<file path="config.mk">
export PLATFORM = sky130hd
export DESIGN_NAME = mem_port_arbiter
export DESIGN_NICKNAME = d
export VERILOG_FILES = /design/src/rtl/mem_port_arbiter_pkg.sv /design/src/rtl/mem_arb_starve_ctr.sv /design/src/rtl/mem_port_arbiter.sv
export SDC_FILE = /design/constraint.sdc
export NUM_CORES = 1
export LEC_CHECK = 0
export CORE_MARGIN = 1
export CORE_UTILIZATION = 42
export DETAILED_ROUTE_END_ITERATION = 10
export PLACE_DENSITY = 0.78
export SLEW_MARGIN = 0
export SYNTH_ARGS = -nofsm -noshare
export SYNTH_HDL_FRONTEND = slang
export SYNTH_SLANG_ARGS = --single-unit
</file>
<file path="constraint.sdc">
create_clock -name clk -period 6.1 [get_ports clk]
set_input_delay 0.915 -clock clk [delete_from_list [all_inputs] [get_ports clk]]
set_output_delay 0.915 -clock clk [all_outputs]
set_load 0.02 [all_outputs]
</file>
<file path="src/rtl/mem_port_arbiter_pkg.sv">
// Shared encodings and defaults for the fetch/load-store memory port arbiter.
package mem_port_arbiter_pkg;

  localparam int ARB_AW             = 8;
  localparam int ARB_DW             = 16;
  localparam int ARB_STARVE_MAX_DEF = 4;

  typedef enum logic [1:0] {
    ARB_IDLE  = 2'd0,
    ARB_ISSUE = 2'd1,
    ARB_WAIT  = 2'd2,
    ARB_RESP  = 2'd3
  } arb_state_e;

  typedef enum logic {
    SRC_IF = 1'b0,
    SRC_D  = 1'b1
  } arb_src_e;

  // Data wins ties because a data stall blocks retirement, unless fetch has been starved.
  function automatic logic pick_data(input logic if_req, input logic d_req,
                                     input logic prefer_if);
    return d_req && !(if_req && prefer_if);
  endfunction

endpackage

</file>
<file path="src/rtl/mem_arb_starve_ctr.sv">
// Counts data grants issued while a fetch waits; flags when fetch must win the next tie.
module mem_arb_starve_ctr
  import mem_port_arbiter_pkg::*;
#(
  parameter int STARVE_MAX = ARB_STARVE_MAX_DEF
) (
  input  logic clk,
  input  logic pcrst,
  input  logic if_req,
  input  logic if_gnt,
  input  logic d_gnt,
  output logic prefer_if
);

  localparam int SW = $clog2(STARVE_MAX + 1);

  logic [SW-1:0] starve_cnt;

  always_ff @(posedge clk or posedge pcrst) begin
    if (pcrst) begin
      starve_cnt <= '0;
    end else if (if_gnt || !if_req) begin
      starve_cnt <= '0;
    end else if (d_gnt && (starve_cnt != SW'(STARVE_MAX))) begin
      starve_cnt <= starve_cnt + SW'(1);
    end
  end

  assign prefer_if = (starve_cnt == SW'(STARVE_MAX));

endmodule

</file>
<file path="src/rtl/mem_port_arbiter.sv">
// Shares one synchronous RAM port between instruction fetch and load/store, one access at a time.
// Define ARB_STARVE_GUARD_EN to let a starved fetch win a tie after STARVE_MAX data grants.
module mem_port_arbiter
  import mem_port_arbiter_pkg::*;
#(
  parameter int AW         = ARB_AW,
  parameter int DW         = ARB_DW,
  parameter int MEM_LAT    = 1,
  parameter int STARVE_MAX = ARB_STARVE_MAX_DEF
) (
  input  logic          clk,
  input  logic          pcrst,
  input  logic          if_req,
  input  logic [AW-1:0] if_addr,
  output logic          if_gnt,
  output logic          if_rvalid,
  output logic [DW-1:0] if_rdata,
  input  logic          d_req,
  input  logic          d_we,
  input  logic [AW-1:0] d_addr,
  input  logic [DW-1:0] d_wdata,
  output logic          d_gnt,
  output logic          d_rvalid,
  output logic [DW-1:0] d_rdata,
  output logic          mem_en,
  output logic          mem_we,
  output logic [AW-1:0] mem_addr,
  output logic [DW-1:0] mem_wdata,
  input  logic [DW-1:0] mem_rdata,
  output logic          busy
);

  localparam int CW = $clog2(MEM_LAT + 1);

  arb_state_e    state;
  arb_src_e      cmd_src;
  logic          cmd_we;
  logic [CW-1:0] wait_cnt;
  logic          prefer_if;
  logic          d_win;

`ifdef ARB_STARVE_GUARD_EN
  mem_arb_starve_ctr #(
    .STARVE_MAX(STARVE_MAX)
  ) u_starve (
    .clk      (clk),
    .pcrst    (pcrst),
    .if_req   (if_req),
    .if_gnt   (if_gnt),
    .d_gnt    (d_gnt),
    .prefer_if(prefer_if)
  );
`else
  logic unused_starve_max;
  assign prefer_if         = 1'b0;
  assign unused_starve_max = (STARVE_MAX > 0);
`endif

  assign d_win = pick_data(if_req, d_req, prefer_if);

  // Outputs are computed one state ahead so they are registered in the state they belong to.
  always_ff @(posedge clk or posedge pcrst) begin
    if (pcrst) begin
      state     <= ARB_IDLE;
      cmd_src   <= SRC_IF;
      cmd_we    <= 1'b0;
      wait_cnt  <= '0;
      if_gnt    <= 1'b0;
      if_rvalid <= 1'b0;
      if_rdata  <= '0;
      d_gnt     <= 1'b0;
      d_rvalid  <= 1'b0;
      d_rdata   <= '0;
      mem_en    <= 1'b0;
      mem_we    <= 1'b0;
      mem_addr  <= '0;
      mem_wdata <= '0;
      busy      <= 1'b0;
    end else begin
      if_gnt    <= 1'b0;
      d_gnt     <= 1'b0;
      if_rvalid <= 1'b0;
      d_rvalid  <= 1'b0;
      mem_en    <= 1'b0;
      mem_we    <= 1'b0;
      case (state)
        ARB_IDLE: begin
          if (if_req || d_req) begin
            state     <= ARB_ISSUE;
            busy      <= 1'b1;
            cmd_src   <= d_win ? SRC_D : SRC_IF;
            cmd_we    <= d_win && d_we;
            mem_en    <= 1'b1;
            mem_we    <= d_win && d_we;
            mem_addr  <= d_win ? d_addr : if_addr;
            mem_wdata <= d_win ? d_wdata : '0;
            d_gnt     <= d_win;
            if_gnt    <= !d_win;
          end
        end
        ARB_ISSUE: begin
          state    <= ARB_WAIT;
          wait_cnt <= CW'(1);
        end
        ARB_WAIT: begin
          if (wait_cnt == CW'(MEM_LAT)) begin
            state <= ARB_RESP;
            if (cmd_src == SRC_D) begin
              d_rvalid <= 1'b1;
              d_rdata  <= cmd_we ? '0 : mem_rdata;
            end else begin
              if_rvalid <= 1'b1;
              if_rdata  <= mem_rdata;
            end
          end else begin
            wait_cnt <= wait_cnt + CW'(1);
          end
        end
        ARB_RESP: begin
          state <= ARB_IDLE;
          busy  <= 1'b0;
        end
        default: begin
          state <= ARB_IDLE;
          busy  <= 1'b0;
        end
      endcase
    end
  end

endmodule

</file>
=== After elaboration in Yosys (flattened, before gate mapping) ===
Cells that the tools add are included.

* Muxes and demuxes: 25
* Bitwise operators: 1
* $add $sub $neg: 1
* Reductions and logical operators: 11
* Eq/ne operators: 5

{| class="wikitable"
|+ Operators with widths
! operator !! count
|-
| two-way mux 16 bit || 2
|-
| two-way mux 1 bit || 17
|-
| two-way mux 8 bit || 1
|-
| one-hot mux 2 bit (4 select lines) || 1
|-
| AND reduction 2 bit || 3
|-
| AND reduction 3 bit || 2
|-
| == test 2 bit, second input constant || 2
|-
| two-way mux 2 bit || 2
|-
| inequality test 2 bit, second input constant || 2
|-
| one-hot mux 1 bit (2 select lines) || 2
|-
| nonzero test 2 bit || 2
|-
| == test 2 x 1 -> 1 bit, second input constant || 1
|-
| zero test 2 bit || 1
|-
| adder 1 bit, second input constant || 1
|-
| logical AND 1 bit || 1
|-
| zero test 1 bit || 1
|-
| logical OR 1 bit || 1
|-
| NOT 1 bit || 1
|}

* Logic and storage cells: 58
* Register bits: 68
* Output and inout port bits: 63
* Bits of input ports: 53

=== Logic depth before layout (Yosys ltp) ===
* Depth in word-level cells: 3
* Mapped depth: 6
* Mapped depth without buffers: 5

=== Worst setup path after synthesis ===
Ideal clock, no wire load.

* Path type: input port to flip-flop
* From: in d_req
* To: reg mem_wdata[1]
* Path buffers: 3
* Cell stages on the path: 5
* Library setup time: 0.121 ns
* Arrival: 1.597 ns
* Path slack: 4.382 ns
* Data required time: 5.979 ns
* Cell sequence: buf_6 > and2_1 > buf_2 > buf_6 > a22o_1

* Longest elaborated chain between the ends: 2
* Elaborated cells on any way between the ends: 3
* Classes of those cells: 1 x mux; 2 x reduce/logical

{| class="wikitable"
|+ Ends and longest elaborated chain
! what !! RTL line !! source
|-
| from (decl) || mem_port_arbiter.sv:18 || <nowiki>input logic d_req,</nowiki>
|-
| logical OR 1 bit || mem_port_arbiter.sv:88 || <nowiki>if (if_req || d_req) begin</nowiki>
|-
| AND reduction 2 bit (no source line) || n/a ||
|-
| to (signal assigned) || mem_port_arbiter.sv:96 || <nowiki>mem_wdata <= d_win ? d_wdata : '0;</nowiki>
|-
| to (decl) || mem_port_arbiter.sv:28 || <nowiki>output logic [DW-1:0] mem_wdata,</nowiki>
|}

Parallel ways exist; a longest one is shown, timed or not.
A chain may end at the register's enable or synchronous reset.

=== Worst setup path after layout ===
* From: in d_req
* To: reg busy

* Longest elaborated chain between the ends: 3

{| class="wikitable"
|+ Ends and longest elaborated chain
! what !! RTL line !! source
|-
| logical OR 1 bit || mem_port_arbiter.sv:88 ||
|-
| inequality test 2 bit (no source line) || n/a ||
|-
| AND reduction 2 bit (no source line) || n/a ||
|-
| to (signal assigned) || mem_port_arbiter.sv:78 || <nowiki>busy <= 1'b0;</nowiki>
|-
| to (signal assigned) || mem_port_arbiter.sv:90 || <nowiki>busy <= 1'b1;</nowiki>
|-
| to (signal assigned) || mem_port_arbiter.sv:121 || <nowiki>busy <= 1'b0;</nowiki>
|-
| to (decl) || mem_port_arbiter.sv:30 || <nowiki>output logic busy</nowiki>
|}

No other way between the ends.

==> results.md <==
- # Max-Cap Violations: 0
- Setup TNS Final: 0 ns
- Synthesis-to-finish area growth: 49.2%
- Crit end category: register
- # diodes: 0
- DR pass1 iterations: 4
- Die span in y: 82.8 microns
- Ys Warns: 0
- Syn Std Cell Area: 2740 sq um
- Die Width: 82.8 microns
- Seq/Total Area, Yosys: 62.1%
- Gr usage total: 18.3%
- Pleak: 1.87 nW
- Vias in the first global route: 1922
- Fmax: 379 MHz
- Cts bufs inserted: 9
- Share of post-route cells with drive strength above 1: 10.9%
- Final worst slack: 3.46 ns
- TritonCTS clock tree: yes
- Clk slew on worst S/H paths: 0.06 ns
- Power per cell area: 546 nW/um^2
- First-pass GRT wire length: 9030 microns
- RSZ-0062 raised after global routing: false
- Clock Sinks: 68
- Syn nets: 269
- Status: complete, no violations
- Peak VDD IR: 0.309 mV
- Critical path type: primary input to register
- Syn_area_per_cell: 12.9 sq um
- IO Count: 116
- Final hold violation count: 0
- Fin crit period: 2.64 ns
- CTS max path bufs: 2
- Crit path DAT: 2.86 ns
- Yosys cell types: 25
- Cells after Synth: 212
- Final HPWL DP: 4080 microns
- Final nets: 384
- HP Class: register to register
- Slew @ Worst Pin: 1.04 ns
- Pre-CTS WS: 3.07 ns
- Layout Skew: 0.00578 ns
- Worst-Skew Late Latency: 0.34 ns
- Final ANT Viol Nets: 0
- CTS root buf: clkbuf_8
- DRC Markers: 0
- Yosys reg bits: 68
- Tcrit/Tclk final: 43.3%
- Gpl congestion: 0.667
- Fillers: 520
- Global route overflow: 0
- CTS resizes: 0
- Hold-fix buffers, CTS: 0
- CP Data Required Time: 6.32 ns
- # rows: 29
- Drt initial violations: 44
- Multi-input combinational cell area: 932 sq um
- Worst R2R Setup Slack: 3.96 ns
- Crit-path max FO: 35
- Core Area: 6310 sq um
- DR vias: 1973
- Largest net degree at the start of global routing: 69
- Sequential Area: 1700 sq um
- Post-CTS setup buffers: 0
- Wire per inst: 14.5 microns
- CP startpoint kind: primary input
- Wire length after detailed routing: 5930 microns
- Die Area: 6850 sq um
- IO buf count: 115
- Setup Viol. Count Final: 0
- Slew headroom: 30.7%
- Final Max Tran Viols: 0
- Number of H-tree levels: 3
- Initial Util: 43.4%
- Initial antenna violation count: 0
- Via density: 4.84
==> cells by family (layout without fill, tap and decap cells) <==
group | count (synthesis) | in the layout | share of synthesized area, %
buffers and inverters | 20 | 139 | 3.84
adders and majority gates | 4 | 4 | 1.83
DFF | 68 | 68 | 62.1
muxes | 25 | 25 | 11.1
AOI/OAI and AO/OA | 46 | 46 | 11.6
and+or+nand+nor | 49 | 49 | 9.50
==> Yosys cell counts <==
| cell type | count | area (sq um) |
|---|---|---|
| o21ai_0 | 24 | 120 |
| o32a_1 | 1 | 10.0 |
| nand3b_4 | 1 | 20.0 |
| mux2i_1 | 8 | 80.1 |
| nand2b_1 | 16 | 100 |
| a21o_1 | 1 | 7.51 |
| mux2_2 | 8 | 90.1 |
| nand3_1 | 1 | 5.00 |
| o22a_1 | 1 | 8.76 |
| dfrtp_1 | 68 | 1700 |
| ha_1 | 4 | 50.1 |
| and3_1 | 1 | 6.26 |
| nor3b_2 | 1 | 12.5 |
| inv_1 | 8 | 30.0 |
| and2_1 | 2 | 12.5 |
| mux2_4 | 9 | 135 |
| or2_2 | 1 | 6.26 |
| a21oi_1 | 1 | 5.00 |
| nand2_1 | 25 | 93.8 |
| clkbuf_1 | 3 | 11.3 |
| buf_2 | 6 | 30.0 |
| a22o_1 | 17 | 149 |
| buf_6 | 3 | 33.8 |
| o21ai_4 | 1 | 16.3 |
| nor2_1 | 1 | 3.75 |
==> area by class of cell <==
cell class,count,share of cell area [%]
clock inverter,2,0.245
timing repair buffer,116,28.3
inverter,8,0.735
tap,77,2.36
sequential,68,41.6
multi-input combinational,124,22.8
clock buffer,13,3.89
==> worst paths after layout <==
path                                               from                 endpoint  cells after the start
worst min-delay path            mem_addr[6]$_DFFE_PP0P_  mem_addr[6]$_DFFE_PP0P_                      2
min in group asynchronous                         pcrst  if_rdata[1]$_DFFE_PP0P_                      3
worst max register to register     state[0]$_DFFE_PP0P_   d_rdata[3]$_DFFE_PP0P_                      5
max in group asynchronous                         pcrst   d_rdata[0]$_DFFE_PP0P_                      3
worst min register to register  mem_addr[6]$_DFFE_PP0P_  mem_addr[6]$_DFFE_PP0P_                      2
worst max-delay path                              d_req         busy$_DFFE_PP0P_                      4
==> where the power goes <==
group	total [mW]	internal (mW)	switching (mW)
combinational	1.11	0.583	0.529
sequential	0.793	0.666	0.128
clock	0.325	0.167	0.158
total	2.23	1.42	0.814
==> critical path, stage by stage <==
cell and delay [ns]:
clkdlybuf4s50_1 0.77, o21ai_4 0.80, inv_1 0.15, o22a_1 0.23
==> cell usage in the layout (no fill, tap or decap), types with 2 or more instances in the layout <==
master | synthesis | final
and2_1 | 2 | 2
clkinv_2 | 0 | 2
a22o_1 | 17 | 17
clkbuf_8 | 0 | 11
mux2_4 | 9 | 9
clkbuf_1 | 3 | 2
dfrtp_1 | 68 | 68
nand2_1 | 25 | 25
ha_1 | 4 | 4
nand2b_1 | 16 | 16
o21ai_0 | 24 | 24
mux2i_1 | 8 | 8
inv_1 | 8 | 7
clkdlybuf4s50_1 | 0 | 115
mux2_2 | 8 | 8
==> layer usage <==
metal	global-route usage (%)	share of wire (%)	vias up
met5	0	0	-
met4	7.24	1.1	0
met3	9.12	11	6
met2	28.4	47	83
met1	21.7	42	935
li1	-	-	949
==> state kept, by name, indices dropped and copies added (netlist names), 2 cells and up <==
name,flops
d_rdata,16
if_rdata,16
mem_addr,8
mem_wdata,16
state,2
==> stage by stage <==
stage | hold slack (ns) | std cells | instance area [sq um] | power [mW] | utilization, %
detailed placement | 0.469 | 393 | 3920 | 1.92 | 62.1
CTS | 0.483 | 408 | 4090 | 2.25 | 64.7
global route | 0.509 | 408 | 4090 | 2.37 | 64.7
floorplan | 0.473 | 212 | 2740 | 1.42 | -
global placement | 0.461 | 393 | 3920 | 1.90 | 62.1
finish | 0.478 | 408 | 4090 | 2.23 | 64.7
Power figures use the tool's default switching activity.
